[src/rtl/sb_credit_pkg.sv]
// Shared types and constants for the sideband credit-loop controller.
//   ret_state_e       : encoding of the credit-return FSM
//   DefaultAdpSrcid   : srcid value that marks adapter-originated TX entries
package sb_credit_pkg;

  typedef enum logic [1:0] {
    StIdle  = 2'b00,
    StPulse = 2'b01,
    StGap   = 2'b10
  } ret_state_e;

  localparam logic [1:0] DefaultAdpSrcid = 2'b01;

endpackage

[src/rtl/sb_sat_updown_cnt.sv]
// Saturating up/down counter with a ceiling.
//   clk_i, rst_ni : clock, asynchronous active-low reset
//   clear_i       : force the count to 0 (highest priority)
//   load_i        : load the count with Ceiling
//   inc_i, dec_i  : +1 / -1 requests; both together leave the count unchanged
//   cnt_o         : current count
//   err_o         : combinational, high when an inc at Ceiling or a dec at 0 is dropped
module sb_sat_updown_cnt #(
  parameter int unsigned       Width   = 4,
  parameter logic [Width-1:0]  Ceiling = '1
) (
  input  logic             clk_i,
  input  logic             rst_ni,
  input  logic             clear_i,
  input  logic             load_i,
  input  logic             inc_i,
  input  logic             dec_i,
  output logic [Width-1:0] cnt_o,
  output logic             err_o
);

  logic [Width-1:0] cnt_q, cnt_d;

  always_comb begin
    cnt_d = cnt_q;
    err_o = 1'b0;
    if (clear_i) begin
      cnt_d = '0;
    end else if (load_i) begin
      cnt_d = Ceiling;
    end else if (inc_i && !dec_i) begin
      if (cnt_q >= Ceiling) begin
        err_o = 1'b1;
      end else begin
        cnt_d = cnt_q + 1'b1;
      end
    end else if (dec_i && !inc_i) begin
      if (cnt_q == '0) begin
        err_o = 1'b1;
      end else begin
        cnt_d = cnt_q - 1'b1;
      end
    end
  end

  always_ff @(posedge clk_i or negedge rst_ni) begin
    if (!rst_ni) begin
      cnt_q <= '0;
    end else begin
      cnt_q <= cnt_d;
    end
  end

  assign cnt_o = cnt_q;

endmodule

[src/rtl/sb_credit_loop_ctrl_p.sv]
// Sideband credit-loop controller for the RDI sideband path.
// Tracks the RX credits the PHY holds for pl_cfg delivery to the adapter and
// returns credits to the adapter as o_pl_cfg_crd pulses for each adapter-sourced
// TX FIFO pop, with optional idle spacing between pulses.
//   i_clk, i_rst_n            : clock, asynchronous active-low reset
//   i_pl_inband_pres          : link present
//   i_lp_cfg_crd              : adapter returns one RX credit
//   i_rising_edge_pl_cfg_vld  : one message delivered to the adapter
//   i_tx_fifo_read_en         : TX FIFO pop
//   i_srcid                   : srcid of the popped entry
//   i_fifo_data_is_zeros      : popped entry is filler
//   i_crd_err_clr             : clears o_crd_err
//   o_pl_cfg_crd              : credit-return pulse
//   o_adapter_is_full         : RX credit count is zero
//   o_rx_crd, o_pend_crd      : RX credits, credits awaiting return
//   o_crd_err                 : sticky overflow/underflow flag
module sb_credit_loop_ctrl_p
  import sb_credit_pkg::*;
#(
  parameter int unsigned        CRD_W       = 6,
  parameter int unsigned        INIT_RX_CRD = 32,
  parameter int unsigned        PEND_W      = 4,
  parameter int unsigned        SRCID_W     = 2,
  parameter logic [SRCID_W-1:0] ADP_SRCID   = SRCID_W'(DefaultAdpSrcid),
  parameter int unsigned        RET_GAP     = 0
) (
  input  logic               i_clk,
  input  logic               i_rst_n,
  input  logic               i_pl_inband_pres,
  input  logic               i_lp_cfg_crd,
  input  logic               i_rising_edge_pl_cfg_vld,
  input  logic               i_tx_fifo_read_en,
  input  logic [SRCID_W-1:0] i_srcid,
  input  logic               i_fifo_data_is_zeros,
  input  logic               i_crd_err_clr,
  output logic               o_pl_cfg_crd,
  output logic               o_adapter_is_full,
  output logic [CRD_W-1:0]   o_rx_crd,
  output logic [PEND_W-1:0]  o_pend_crd,
  output logic               o_crd_err
);

  localparam bit                  HasGap  = (RET_GAP > 0);
  localparam int unsigned         GapW    = (RET_GAP > 1) ? $clog2(RET_GAP) : 1;
  localparam logic [GapW-1:0]     GapLoad = GapW'((RET_GAP > 0) ? RET_GAP - 1 : 0);
  localparam logic [CRD_W-1:0]    RxCeil  = CRD_W'(INIT_RX_CRD);
  localparam logic [PEND_W-1:0]   PendOne = PEND_W'(1);

  // Link state: pres_q is the registered input, pres_d1_q its previous value.
  logic pres_q, pres_d1_q;
  logic link_rise;

  always_ff @(posedge i_clk or negedge i_rst_n) begin
    if (!i_rst_n) begin
      pres_q    <= 1'b0;
      pres_d1_q <= 1'b0;
    end else begin
      pres_q    <= i_pl_inband_pres;
      pres_d1_q <= pres_q;
    end
  end

  assign link_rise = pres_q & ~pres_d1_q;

  // Events only count while the link is up.
  logic ret_event, rx_inc, rx_dec, err_clr;

  assign ret_event = pres_q & i_tx_fifo_read_en & (i_srcid == ADP_SRCID) & ~i_fifo_data_is_zeros;
  assign rx_inc    = pres_q & i_lp_cfg_crd;
  assign rx_dec    = pres_q & i_rising_edge_pl_cfg_vld;
  assign err_clr   = pres_q & i_crd_err_clr;

  ret_state_e state_q, state_d;
  logic [GapW-1:0] gap_q, gap_d;
  logic            issue;

  assign issue = (state_q == StPulse);

  logic [CRD_W-1:0]  rx_crd;
  logic [PEND_W-1:0] pend;
  logic              rx_err, pend_err;

  sb_sat_updown_cnt #(
    .Width   (CRD_W),
    .Ceiling (RxCeil)
  ) u_rx_cnt (
    .clk_i   (i_clk),
    .rst_ni  (i_rst_n),
    .clear_i (~pres_q),
    .load_i  (link_rise),
    .inc_i   (rx_inc),
    .dec_i   (rx_dec),
    .cnt_o   (rx_crd),
    .err_o   (rx_err)
  );

  sb_sat_updown_cnt #(
    .Width   (PEND_W),
    .Ceiling ({PEND_W{1'b1}})
  ) u_pend_cnt (
    .clk_i   (i_clk),
    .rst_ni  (i_rst_n),
    .clear_i (~pres_q | link_rise),
    .load_i  (1'b0),
    .inc_i   (ret_event),
    .dec_i   (issue),
    .cnt_o   (pend),
    .err_o   (pend_err)
  );

  // Return FSM.
  always_comb begin
    state_d = state_q;
    gap_d   = gap_q;
    if (!pres_q) begin
      state_d = StIdle;
      gap_d   = '0;
    end else begin
      unique case (state_q)
        StIdle: begin
          if (pend != '0) state_d = StPulse;
        end
        StPulse: begin
          if (HasGap) begin
            state_d = StGap;
            gap_d   = GapLoad;
          end else if ((pend > PendOne) || ret_event) begin
            // pend is at least 1 here; something remains after this decrement
            state_d = StPulse;
          end else begin
            state_d = StIdle;
          end
        end
        StGap: begin
          if (gap_q == '0) begin
            state_d = (pend != '0) ? StPulse : StIdle;
          end else begin
            gap_d = gap_q - 1'b1;
          end
        end
        default: state_d = StIdle;
      endcase
    end
  end

  always_ff @(posedge i_clk or negedge i_rst_n) begin
    if (!i_rst_n) begin
      state_q <= StIdle;
      gap_q   <= '0;
    end else begin
      state_q <= state_d;
      gap_q   <= gap_d;
    end
  end

  // Sticky error; a new error wins over a simultaneous clear.
  logic crd_err_q, crd_err_d;

  always_comb begin
    crd_err_d = crd_err_q;
    if (rx_err || pend_err) begin
      crd_err_d = 1'b1;
    end else if (err_clr) begin
      crd_err_d = 1'b0;
    end
  end

  always_ff @(posedge i_clk or negedge i_rst_n) begin
    if (!i_rst_n) begin
      crd_err_q <= 1'b0;
    end else begin
      crd_err_q <= crd_err_d;
    end
  end

  assign o_pl_cfg_crd      = issue;
  assign o_adapter_is_full = (rx_crd == '0);
  assign o_rx_crd          = rx_crd;
  assign o_pend_crd        = pend;
  assign o_crd_err         = crd_err_q;

endmodule

[config.mk]
export PLATFORM = sky130hd
export DESIGN_NAME = sb_credit_loop_ctrl_p
export DESIGN_NICKNAME = d
export VERILOG_FILES = /design/src/rtl/sb_credit_pkg.sv /design/src/rtl/sb_sat_updown_cnt.sv /design/src/rtl/sb_credit_loop_ctrl_p.sv
export SDC_FILE = /design/constraint.sdc
export NUM_CORES = 1
export LEC_CHECK = 0
export CAP_MARGIN = 20
export CORE_MARGIN = 5
export CORE_UTILIZATION = 42
export DETAILED_ROUTE_END_ITERATION = 7
export GPL_TIMING_DRIVEN = 0
export PLACE_DENSITY = 0.69
export SYNTH_ARGS = -nofsm -noshare
export SYNTH_HDL_FRONTEND = slang
export SYNTH_SLANG_ARGS = --single-unit
[constraint.sdc]
create_clock -name i_clk -period 7.6 [get_ports i_clk]
set_input_delay 1.52 -clock i_clk [delete_from_list [all_inputs] [get_ports i_clk]]
set_output_delay 1.52 -clock i_clk [all_outputs]
set_load 0.05 [all_outputs]
==> run metrics <==
part of the total power dissipated in combinational logic approximately 33%; endpoint of the worst register-to-register path u_rx_cnt.cnt_o[5]$_DFFE_PN0P_; internal power approximately 130 uW; final standard cell area without fillers ~0.0013 mm^2; Placement Rows 17; part of the total power dissipated in sequential elements 41.0%; number of buffers added for setup after CTS 0; Sw Share about 34%; post-DR wirelength/cell around 13 um; number of endpoints failing setup at the final stage 0; maximum cell stage delay along the critical path between 0.4 and 0.5 ns; remaining design rule violation count 0; sequential cell area 350 um^2; switching power between 60 and 70 uW; number of antenna violations at the first check in global routing 0; clock network latency to the later pin of the worst-skew pair 0.28 ns; Antenna Diode Count 0; EDFF count, synth 0; required time reported for the critical path endpoint 7.80 ns; Chip Height just under 60 um; Register-to-Register Setup Slack around 4.8 ns; peak supply drop ~0.13 mV; count of cells resized by post-cts repair 0; Syn-to-layout area delta 29.1%; pin count of the biggest net entering global routing 15; Filler cells slightly above 200; pwr/cell area between 150 and 200 mW/mm^2; startpoint of the most critical hold path pres_q$_DFF_PN0_; library cell used as clock root buffer clkbuf_4; multi-input logic area about 600 um^2; smallest hold slack between 0.3 and 0.4 ns; setup ws final 3.76 ns; RSZ-0062 raised after global routing false; Tightest Pin Transition about 0.63 ns; maximum count of clock buffers along a single path 2; area share of the largest cell type after synthesis about a third; die footprint 0.00347 mm^2; reported max-cap violation count 0; number of CTS-inserted buffers 3; combined global-route utilization of all metal layers between 10 and 15%; via count of the first global-routing pass 809; worst-path cell chain clkdlybuf4s50_1, nand2_1, inv_1, ha_1, inv_1, ha_1, nand2_1, o211ai_1, a21oi_1, a221o_1, a211oi_2; Post-Place Cell Area 0.00126 mm^2; routability congestion estimate from global placement around 0.8; initial core utilization between 40 and 50%; post-synthesis sequential element count 14; TritonCTS clock tree done; number of violations reported at the end of detailed-routing iteration 0 10; clock-pin slew on the worst setup and hold paths 0.08 ns; die boundary width 58.9 um; Cells on Worst Hold Path 0; number of pins with negative max-slew slack in the final report 0; final period demand of the worst path approximately 3.8 ns; total clock sinks 14; global-route wire length before repair between 3 and 4 mm; post-route fraction of the period consumed by the critical path 50.5%; post-layout power 204 uW; Reg-to-Reg Start pres_q$_DFF_PN0_; worst slack at placement approximately 3.5 ns; clock network power share between 20% and 30%; Critical-path top delay cell clkdlybuf4s50_1; category of the worst setup path capture point flop; sequential area share after synthesis 34.9%; via count normalized by instance count roughly 5.3; Slew Limit Headroom 58.0%; asr flop ratio synth 100%; area of the placeable core between 0.002 and 0.0025 mm^2; number of instances in the synthesized netlist about 110; LEAKAGE about 0.55 nW; HP Class reg2reg; number of nets in the final layout roughly 160; final non-filler cell total approximately 160; dominant cells by area after synthesis dfrtp_1, ha_1, a21oi_1; unique cell type count in the Yosys netlist 35; Detailed Route WL approximately 2.2 mm; DPL Wire Length roughly 1.7 mm; syn_nets between 100 and 150; final clock skew approximately 0.0023 ns; # IOs 23; total global routing overflow 0; Arr. time, crit path a little over 4 ns; R2R cell count 11; IO Port Bufs 22; result of the run complete, no violations; Pre-Repair DR Iteration Count 4; Worst Path Class, Setup in2reg; dominant synthesized flop cell dfrtp_1; Highest Clock Rate 260 MHz; H-tree level count 1; Final Hold Violating Endpoints 0; Mapped Avg Cell Area just over 9 um^2; cell type contributing the most total cell area after synthesis dfrtp_1; Placed Cells incl. Taps around 160; startpoint type of the worst setup path input pin; number of buffers added to fix hold violations after cts 0; fraction of layout instances using a drive strength above 1 8.89%; number of warning messages in the yosys log 0; antenna-violating nets left 0; total negative slack 0 ns; biggest fanout along the worst timing path 8; Worst Hold Endpoint pres_d1_q$_DFF_PN0_; final design utilization between 50% and 60%; synthesized cell area ~0.0010 mm^2; overall via count from detail_route approximately 860
## synthesized netlist by cell type, drive strengths merged, types with 2 or more instances
master  count
ha         11
and4        2
or3         2
nor4b       2
xor2        2
a21oi      10
or4         2
clkbuf      2
a221o       2
nor3        2
inv        13
o21ai       4
xnor2       3
a211oi      3
nand2      13
dfrtp      14
nor2        8
## final cells by class
type                       count  share of cell area (%)
buffer                         2                   0.580
clock buffer                   4                    2.80
inverter                      13                    3.77
multi-input combinational     80                    46.1
sequential                    14                    27.1
tap                           28                    2.71
timing repair buffer          22                    17.0
## logic make-up after synthesis
kind of cell / synth area share, %
muxes: 0.998
buffers and inverters: 5.61
xor gates and xnor gates: 4.36
and+or+nand+nor: 22.7
adders and majority gates: 15.7
DFF: 34.9
AOI/OAI and AO/OA: 15.7
## power groups by stage
stage / clock network, mW / registers, mW / logic, mW
4_1_cts: 0.0547 / 0.0836 / 0.0681
5_1_grt: 0.0572 / 0.0845 / 0.0739
3_3_place_gp: 0 / 0.0848 / 0.0669
6_report: 0.0529 / 0.0836 / 0.0675
3_5_place_dp: 0 / 0.0851 / 0.0677
2_1_floorplan: 0 / 0.0946 / 0.0360
## flip-flops by register name, summed over array words and instances, names as in the netlist
name / cells
o_crd_err: 1
u_pend_cnt.cnt_o: 4
pres_q: 1
pres_d1_q: 1
state_q: 1
u_rx_cnt.cnt_o: 6
## metal layers
metal	global-route usage, %	vias to the layer above	wire length, um
met1	18.1	409	1060
met2	22.1	11	1010
met5	0	-	0
met4	0.971	0	0
li1	-	436	-
met3	5.48	0	98
## worst max path at each step
stage | startpoint | to
finish | i_lp_cfg_crd | u_rx_cnt.cnt_o[5]$_DFFE_PN0P_
global route | i_lp_cfg_crd | u_rx_cnt.cnt_o[5]$_DFFE_PN0P_
CTS | i_lp_cfg_crd | u_rx_cnt.cnt_o[5]$_DFFE_PN0P_
detailed placement | i_lp_cfg_crd | u_rx_cnt.cnt_o[5]$_DFFE_PN0P_
global placement | i_lp_cfg_crd | u_rx_cnt.cnt_o[5]$_DFFE_PN0P_
floorplan | u_rx_cnt.cnt_o[5]$_DFFE_PN0P_ | o_adapter_is_full
## critical path: cells and delay by family
kind | cells | cell delay, ns
adder cells (fa/ha/maj) | 2 | 0.76
AND/OR/NAND/NOR | 2 | 0.13
AO/OA/AOI/OAI | 4 | 0.88
buffers and inverters | 3 | 0.75
## layout by cell type (no fill, tap or decap), types with 2 or more instances in the layout
| master | synthesis | final |
|---|---|---|
| clkbuf_1 | 2 | 2 |
| o21ai_0 | 4 | 4 |
| a211oi_2 | 2 | 2 |
| nor3_1 | 2 | 2 |
| clkdlybuf4s50_1 | 0 | 22 |
| or3_1 | 2 | 2 |
| clkbuf_4 | 0 | 3 |
| a21oi_1 | 10 | 10 |
| xnor2_1 | 3 | 3 |
| inv_1 | 13 | 13 |
| xor2_1 | 2 | 2 |
| nor2_1 | 8 | 8 |
| nand2_1 | 13 | 13 |
| ha_1 | 11 | 11 |
| nor4b_1 | 2 | 2 |
| dfrtp_1 | 14 | 14 |
(Power assumes the default switching activity.)
